File: config.mk
export PLATFORM = sky130hd
export DESIGN_NAME = mem_access_stage
export DESIGN_NICKNAME = d
export VERILOG_FILES = /design/src/rtl/mem_access_stage.sv
export SDC_FILE = /design/constraint.sdc
export NUM_CORES = 1
export LEC_CHECK = 0
export BUFFER_PORTS_ARGS = -buffer_cell sky130_fd_sc_hd__buf_2
export CORE_ASPECT_RATIO = 1.1
export CORE_MARGIN = 5
export CORE_UTILIZATION = 30
export CTS_CLUSTER_DIAMETER = 150
export DETAILED_ROUTE_END_ITERATION = 10
export GPL_ROUTABILITY_DRIVEN = 1
export PLACE_DENSITY = 0.67
export SLEW_MARGIN = 20
export SYNTH_ARGS = -nofsm -noshare
export SYNTH_HDL_FRONTEND = slang
export SYNTH_SLANG_ARGS = --single-unit
File: constraint.sdc
create_clock -name clk -period 2.43 [get_ports clk]
set_clock_uncertainty 0.2 [all_clocks]
set_input_delay 0.729 -clock clk [delete_from_list [all_inputs] [get_ports clk]]
set_output_delay 0.729 -clock clk [all_outputs]
set_load 0.005 [all_outputs]
File: src/rtl/mem_access_stage.sv
// mem_access_stage: MEM stage, req/ack data port, one WB pulse per instr.
// Define MEM_ACCESS_TIMEOUT_EN to abort accesses after 16 cycles.
module mem_access_stage (
  input  logic        clk,
  input  logic        reset,
  input  logic [4:0]  in_Ctrl,
  input  logic [31:0] in_ALUResult,
  input  logic [31:0] in_WriteData,
  input  logic [31:0] in_PC_4,
  input  logic [4:0]  in_WriteRegister,
  output logic        mem_req,
  output logic        mem_we,
  output logic [31:0] mem_addr,
  output logic [31:0] mem_wdata,
  input  logic [31:0] mem_rdata,
  input  logic        mem_ack,
  output logic        out_Stall,
  output logic        out_WB_Valid,
  output logic        out_WB_RegWrite,
  output logic [4:0]  out_WB_WriteRegister,
  output logic [31:0] out_WB_Data,
  output logic        out_MemError
);

  typedef enum logic [1:0] {
    IDLE   = 2'd0,
    ACCESS = 2'd1,
    DONE   = 2'd2
  } state_t;

  state_t      state_q, state_d;
  logic        req_q, req_d;
  logic        we_q, we_d;
  logic [31:0] addr_q, addr_d;
  logic [31:0] wdata_q, wdata_d;
  logic        vld_q, vld_d;
  logic        rw_q, rw_d;
  logic [4:0]  wr_q, wr_d;
  logic [31:0] data_q, data_d;

  logic        rd, wr, memop;
  logic        to_hit, to_fire;
  logic [31:0] wb_sel;

  assign rd    = in_Ctrl[1];
  assign wr    = in_Ctrl[2];
  assign memop = rd | wr;

  // memory data only for reads; stores and ALU ops keep the ALU result
  assign wb_sel = in_Ctrl[4] ? in_PC_4 :
                  ((in_Ctrl[3] & rd) ? mem_rdata : in_ALUResult);

  assign to_fire = (state_q == ACCESS) & ~mem_ack & to_hit;

`ifdef MEM_ACCESS_TIMEOUT_EN
  logic [3:0] cnt_q, cnt_d;
  logic       err_q, err_d;

  assign to_hit = (cnt_q == 4'hF);

  // timeout counter: cleared on issue, counts unacked ACCESS cycles
  always_comb begin
    cnt_d = cnt_q;
    err_d = err_q | to_fire;
    if (state_q == IDLE && memop)
      cnt_d = 4'd0;
    else if (state_q == ACCESS && !mem_ack)
      cnt_d = cnt_q + 4'd1;
  end

  // timeout counter and sticky error register
  always_ff @(negedge clk or negedge reset) begin
    if (!reset) begin
      cnt_q <= 4'd0;
      err_q <= 1'b0;
    end else begin
      cnt_q <= cnt_d;
      err_q <= err_d;
    end
  end

  assign out_MemError = err_q;
`else
  assign to_hit       = 1'b0;
  assign out_MemError = 1'b0;
`endif

  // next-state and registered-output logic
  always_comb begin
    state_d = state_q;
    req_d   = req_q;
    we_d    = we_q;
    addr_d  = addr_q;
    wdata_d = wdata_q;
    vld_d   = vld_q;
    rw_d    = rw_q;
    wr_d    = wr_q;
    data_d  = data_q;
    unique case (state_q)
      IDLE: begin
        if (memop) begin
          req_d   = 1'b1;
          we_d    = wr & ~rd;
          addr_d  = in_ALUResult;
          wdata_d = in_WriteData;
          vld_d   = 1'b0;
          state_d = ACCESS;
        end else begin
          vld_d  = 1'b1;
          rw_d   = in_Ctrl[0];
          wr_d   = in_WriteRegister;
          data_d = wb_sel;
        end
      end
      ACCESS: begin
        vld_d = 1'b0;
        if (mem_ack) begin
          req_d   = 1'b0;
          vld_d   = 1'b1;
          rw_d    = in_Ctrl[0];
          wr_d    = in_WriteRegister;
          data_d  = wb_sel;
          state_d = DONE;
        end else if (to_fire) begin
          req_d   = 1'b0;
          vld_d   = 1'b1;
          rw_d    = 1'b0;
          wr_d    = in_WriteRegister;
          data_d  = in_ALUResult;
          state_d = DONE;
        end
      end
      DONE: begin
        vld_d   = 1'b0;
        state_d = IDLE;
      end
      default: begin
        vld_d   = 1'b0;
        req_d   = 1'b0;
        state_d = IDLE;
      end
    endcase
  end

  // stage registers, updated on the falling edge
  always_ff @(negedge clk or negedge reset) begin
    if (!reset) begin
      state_q <= IDLE;
      req_q   <= 1'b0;
      we_q    <= 1'b0;
      addr_q  <= 32'd0;
      wdata_q <= 32'd0;
      vld_q   <= 1'b0;
      rw_q    <= 1'b0;
      wr_q    <= 5'd0;
      data_q  <= 32'd0;
    end else begin
      state_q <= state_d;
      req_q   <= req_d;
      we_q    <= we_d;
      addr_q  <= addr_d;
      wdata_q <= wdata_d;
      vld_q   <= vld_d;
      rw_q    <= rw_d;
      wr_q    <= wr_d;
      data_q  <= data_d;
    end
  end

  assign mem_req              = req_q;
  assign mem_we               = we_q;
  assign mem_addr             = addr_q;
  assign mem_wdata            = wdata_q;
  assign out_WB_Valid         = vld_q;
  assign out_WB_RegWrite      = rw_q & vld_q;
  assign out_WB_WriteRegister = wr_q;
  assign out_WB_Data          = data_q;

  // stall while issuing or waiting; forced low during reset
  assign out_Stall = reset &
                     (((state_q == IDLE) & memop) | (state_q == ACCESS));

endmodule

Word-level counts from Yosys, hierarchy flattened
Index checks and enable logic that the tools add are counted.

operators by class
  equal/unequal tests = 5
  mux-type cells = 20
  bitwise operators = 9
  reductions and logical operators = 6

operators with widths
  kind                count
  $mux 32             4
  $pmux 32 s2         1
  $mux 5              2
  $pmux 5 s2          1
  $mux 1              6
  $ne 2x2->1 const B  3
  $reduce_and 3->1    2
  $and 1x1->1         5
  $mux 2              2
  $pmux 1 s2          2
  $pmux 2 s2          1
  $reduce_and 2->1    2
  $pmux 1 s3          1
  $eq 2x1->1 const B  1
  $eq 2x2->1 const B  1
  $logic_not 2->1     1
  $not 1->1           2
  $or 1x1->1          2
  $reduce_bool 2->1   1

storage, ports and cells
  flip-flop bits (word level) = 107
  word-level logic and storage cells = 49

Logic depth before layout (Yosys ltp)
  depth in word-level cells = 5
  gate-level depth with buffers = 6
  gate-level depth less buffers = 3

==> qor.log <==
[worst_hold_path] Worst Hold Class reg2reg
[logic_synthesis] number of register bits inferred by synthesis 107
[logic_synthesis] count of yosys warnings during synthesis 0
[power_and_ir_drop] fraction of power consumed by sequential logic 0.329
[final_layout] Area Growth Syn to Fin 63.1%
[sta] unrepaired setup endpoints after global routing true
[power_and_ir_drop] Leakage 4.33 nW
[place] Final Wtd Congestion 0.822
[final_layout] fraction of final layout cells with drive strength greater than 1 0.635
[logic_synthesis] commonest cells in the synthesized netlist sky130_fd_sc_hd__dfrtn_1, sky130_fd_sc_hd__mux2_2, sky130_fd_sc_hd__inv_1
[power_and_ir_drop] maximum resistive drop on vdd 0.516 mV
[setup_path] largest fanout on the critical path 3
[sta] final count of negative-setup-slack endpoints 211
[global_route] global routing usage summed across all routing layers 0.181
[floorplan] Cell Rows 49
[setup_path] logic depth of the worst register-to-register path 5
[logic_synthesis] number of distinct standard cells referenced by the synthesized netlist 27
[power_and_ir_drop] part of the power in combinational logic 0.518
[final_layout] final cell utilization of the core 0.500
[logic_synthesis] async set-or-reset flop fraction in the synthesized netlist 1.00
[global_route] number of global-route vias before repair 4910
[logic_synthesis] netlist area before placement 0.00506 mm2
[global_route] total overflow reported by the global router 0
[floorplan] core region area 0.0165 mm2
[clock_tree] CTS hold repair buffers 0
[clock_tree] cell chosen for the clock root sky130_fd_sc_hd__clkbuf_16
[detailed_routing] count of vias placed by the detailed router 4669
[logic_synthesis] Post-Syn Instances 394
[setup_path] Setup Crit Path Kind reg2out
[outcome] run status complete, but fails checks
[clock_tree] maximum root-to-sink buffer count 2
[power_and_ir_drop] fraction of power consumed by the clock network 0.154
[clock_tree] CTS clock-pin slew for the worst setup and hold paths 0.05 ns
[setup_path] endpoint of the worst register-to-register path out_WB_WriteRegister[2]
[sta] final count of pins violating max slew 0
[sta] Min Hold Slack 0.233 ns
[power_and_ir_drop] cell-internal power 6.73 mW
[power_and_ir_drop] net switching component of the power 3.08 mW
[detailed_routing] Detailed Routing Iterations Pass 1 4
[floorplan] number of I/O pins 248
[setup_path] setup slack of the worst register-to-register path 0.46 ns
[global_route] pin count of the biggest net entering global routing 55
[logic_synthesis] Main synth FF type sky130_fd_sc_hd__dfrtn_1
[final_layout] Final Net Count 879
[place] HPWL reported at the end of detailed placement 12100 um
[logic_synthesis] top cell type's share of synthesized area 0.529
[logic_synthesis] EDFF count, synth 0
[detailed_routing] post-detailed-route count of antenna-violating nets 0
[detailed_routing] DR WL/cell 19.8 um
[power_and_ir_drop] power per standard cell area 1190 mW/mm2
[setup_path] category of the worst setup path launch point register
[clock_tree] clock net sink count 107
[final_layout] number of antenna repair diodes 0
[setup_path] data arrival time of the critical path 2.55 ns
[clock_tree] clock tree from TritonCTS done
[logic_synthesis] most frequent cell after synthesis sky130_fd_sc_hd__dfrtn_1
[place] count of input and output buffers 246
[worst_hold_path] number of cells traversed by the worst hold path 1
[worst_hold_path] terminating pin of the worst hold path out_WB_Data[27]
[detailed_routing] Post-Route WL 18800 um
[logic_synthesis] syn nets 535
[outcome] violated checks negative setup slack
[logic_synthesis] leading cell types by total area after synthesis sky130_fd_sc_hd__dfrtn_1, sky130_fd_sc_hd__mux2_2, sky130_fd_sc_hd__mux2_4
[floorplan] Starting Density 0.307
[clock_tree] count of H-tree levels built during CTS 3
[sta] final hold violations 0
[logic_synthesis] Avg Cell Area, Syn 12.8 um2
[flow_run] total of max-cap violations 0
[detailed_routing] Initial DRC Count 180
[logic_synthesis] leading area contributor after synthesis sky130_fd_sc_hd__dfrtn_1
[floorplan] Die Y-Extent 146 um
[floorplan] horizontal die dimension 134 um
[power_and_ir_drop] switching share of total power 0.314
[global_route] global-route wire length before repair 27700 um
[detailed_routing] detail-routed via count per cell 4.93
[final_layout] layout filler cell count 1488
[worst_hold_path] launch point of the worst hold path out_WB_Data[27]
[detailed_routing] detailed-route DRC error count 0
[logic_synthesis] proportion of synthesized chip area in sequential cells 0.529
[setup_path] critical path startpoint state_q[1]
[sta] post-layout worst setup margin -1.05 ns
[clock_tree] clock buffer count from CTS 9
[setup_path] CP Capture Type output pin
[clock_tree] clock latency at the later pin of the worst-skew pair 0.35 ns
[floorplan] die footprint 0.0196 mm2
[setup_path] required time of the critical path 1.50 ns
[setup_path] critical register-to-register path startpoint state_q[1]
[global_route] antenna violations before repair 0
## registers in the layout, indices dropped and copies added (netlist names)
register and cells:
out_WB_Valid 1, mem_req 1, out_WB_Data 32, mem_we 1
mem_addr 32, state_q 2, rw_q 1, out_WB_WriteRegister 5
mem_wdata 32
## how the worst max path moves through the flow
stage	end	slack (ns)	cells past startpoint
after floorplan	out_Stall	-0.84	6
after global placement	mem_wdata[3]	-0.95	4
after detailed placement	mem_addr[28]	-0.97	4
after CTS	out_Stall	-1.08	4
after global routing	out_Stall	-1.10	4
final	out_Stall	-1.05	4
## logic make-up (layout without fill, tap and decap cells)
group	Yosys count	in the layout	synth area share
DFF	107	107	0.529
AOI/OAI and AO/OA	104	105	0.162
buffers and inverters	72	420	0.0816
muxes	70	70	0.176
and+or+nand+nor	40	40	0.0512
other	1	1	0.000741
## critical path: stages, from the launching register on
cell	delay, ns
sky130_fd_sc_hd__dfrtn_1	0.48
sky130_fd_sc_hd__buf_6	0.12
sky130_fd_sc_hd__nor2b_2	0.03
sky130_fd_sc_hd__o21a_1	0.21
sky130_fd_sc_hd__buf_2	0.14
## routing by layer
metal / share of wire / GRT usage / routed length, um / vias to the layer above
met5: 0 / 0 / 0 / -
met3: 0.085 / 0.0492 / 1600 / 23
met1: 0.40 / 0.221 / 7430 / 2269
met4: 0.018 / 0.0576 / 344 / 0
li1: - / - / - / 2139
met2: 0.50 / 0.310 / 9410 / 238
## power by group through the flow
stage	clock network (mW)	logic (mW)	registers, mW
floorplan	0	1.97	3.31
detailed placement	0	3.74	3.25
finish	1.51	5.08	3.22
global placement	0	3.71	3.19
global route	1.64	5.43	3.34
CTS	1.56	4.77	3.21
## area by class of cell
type	instances	area, um2	share of cell area
clock inverters	7	75.1	0.00910
repair buffers	369	2800	0.339
inverters	35	131	0.0159
flip-flops and latches	107	2680	0.324
well taps	204	255	0.0309
multi-input cells	216	2090	0.253
clock buffers	9	225	0.0273
## stage by stage
stage	power (mW)	instances	setup WS [ns]	instance area (um2)	TNS, ns
5_1_grt	10.4	947	-1.10	8250	-134.32
3_5_place_dp	6.99	857	-0.974	6810	-120.96
3_3_place_gp	6.90	857	-0.948	6810	-118.65
6_report	9.81	947	-1.05	8250	-128.57
4_1_cts	9.55	917	-1.08	7940	-125.52
2_1_floorplan	5.28	394	-0.837	5090	-86.00
## cell usage in the layout (no fill, tap or decap), drive strengths merged
master,synthesis,layout
a211o,32,32
a21o,2,2
a21oi,34,34
a32o,32,32
and2,3,3
and3,32,32
buf,25,367
bufinv,0,1
clkbuf,12,11
clkinv,0,3
conb,1,1
dfrtn,107,107
inv,35,38
mux2,70,70
nand2,1,1
nor2,1,1
nor2b,1,1
nor3,1,1
o21a,2,2
o21ai,2,3
or2,1,1
## what timing repair did
item,in CTS,in global routing
endpoints found under the setup margin,211,211
gates cloned,15,3
buffers inserted,30,33
endpoints found under the hold margin,0,0
pin swaps,32,29
resized for setup,62,23
No activity file was read; power rests on OpenSTA's default activity.
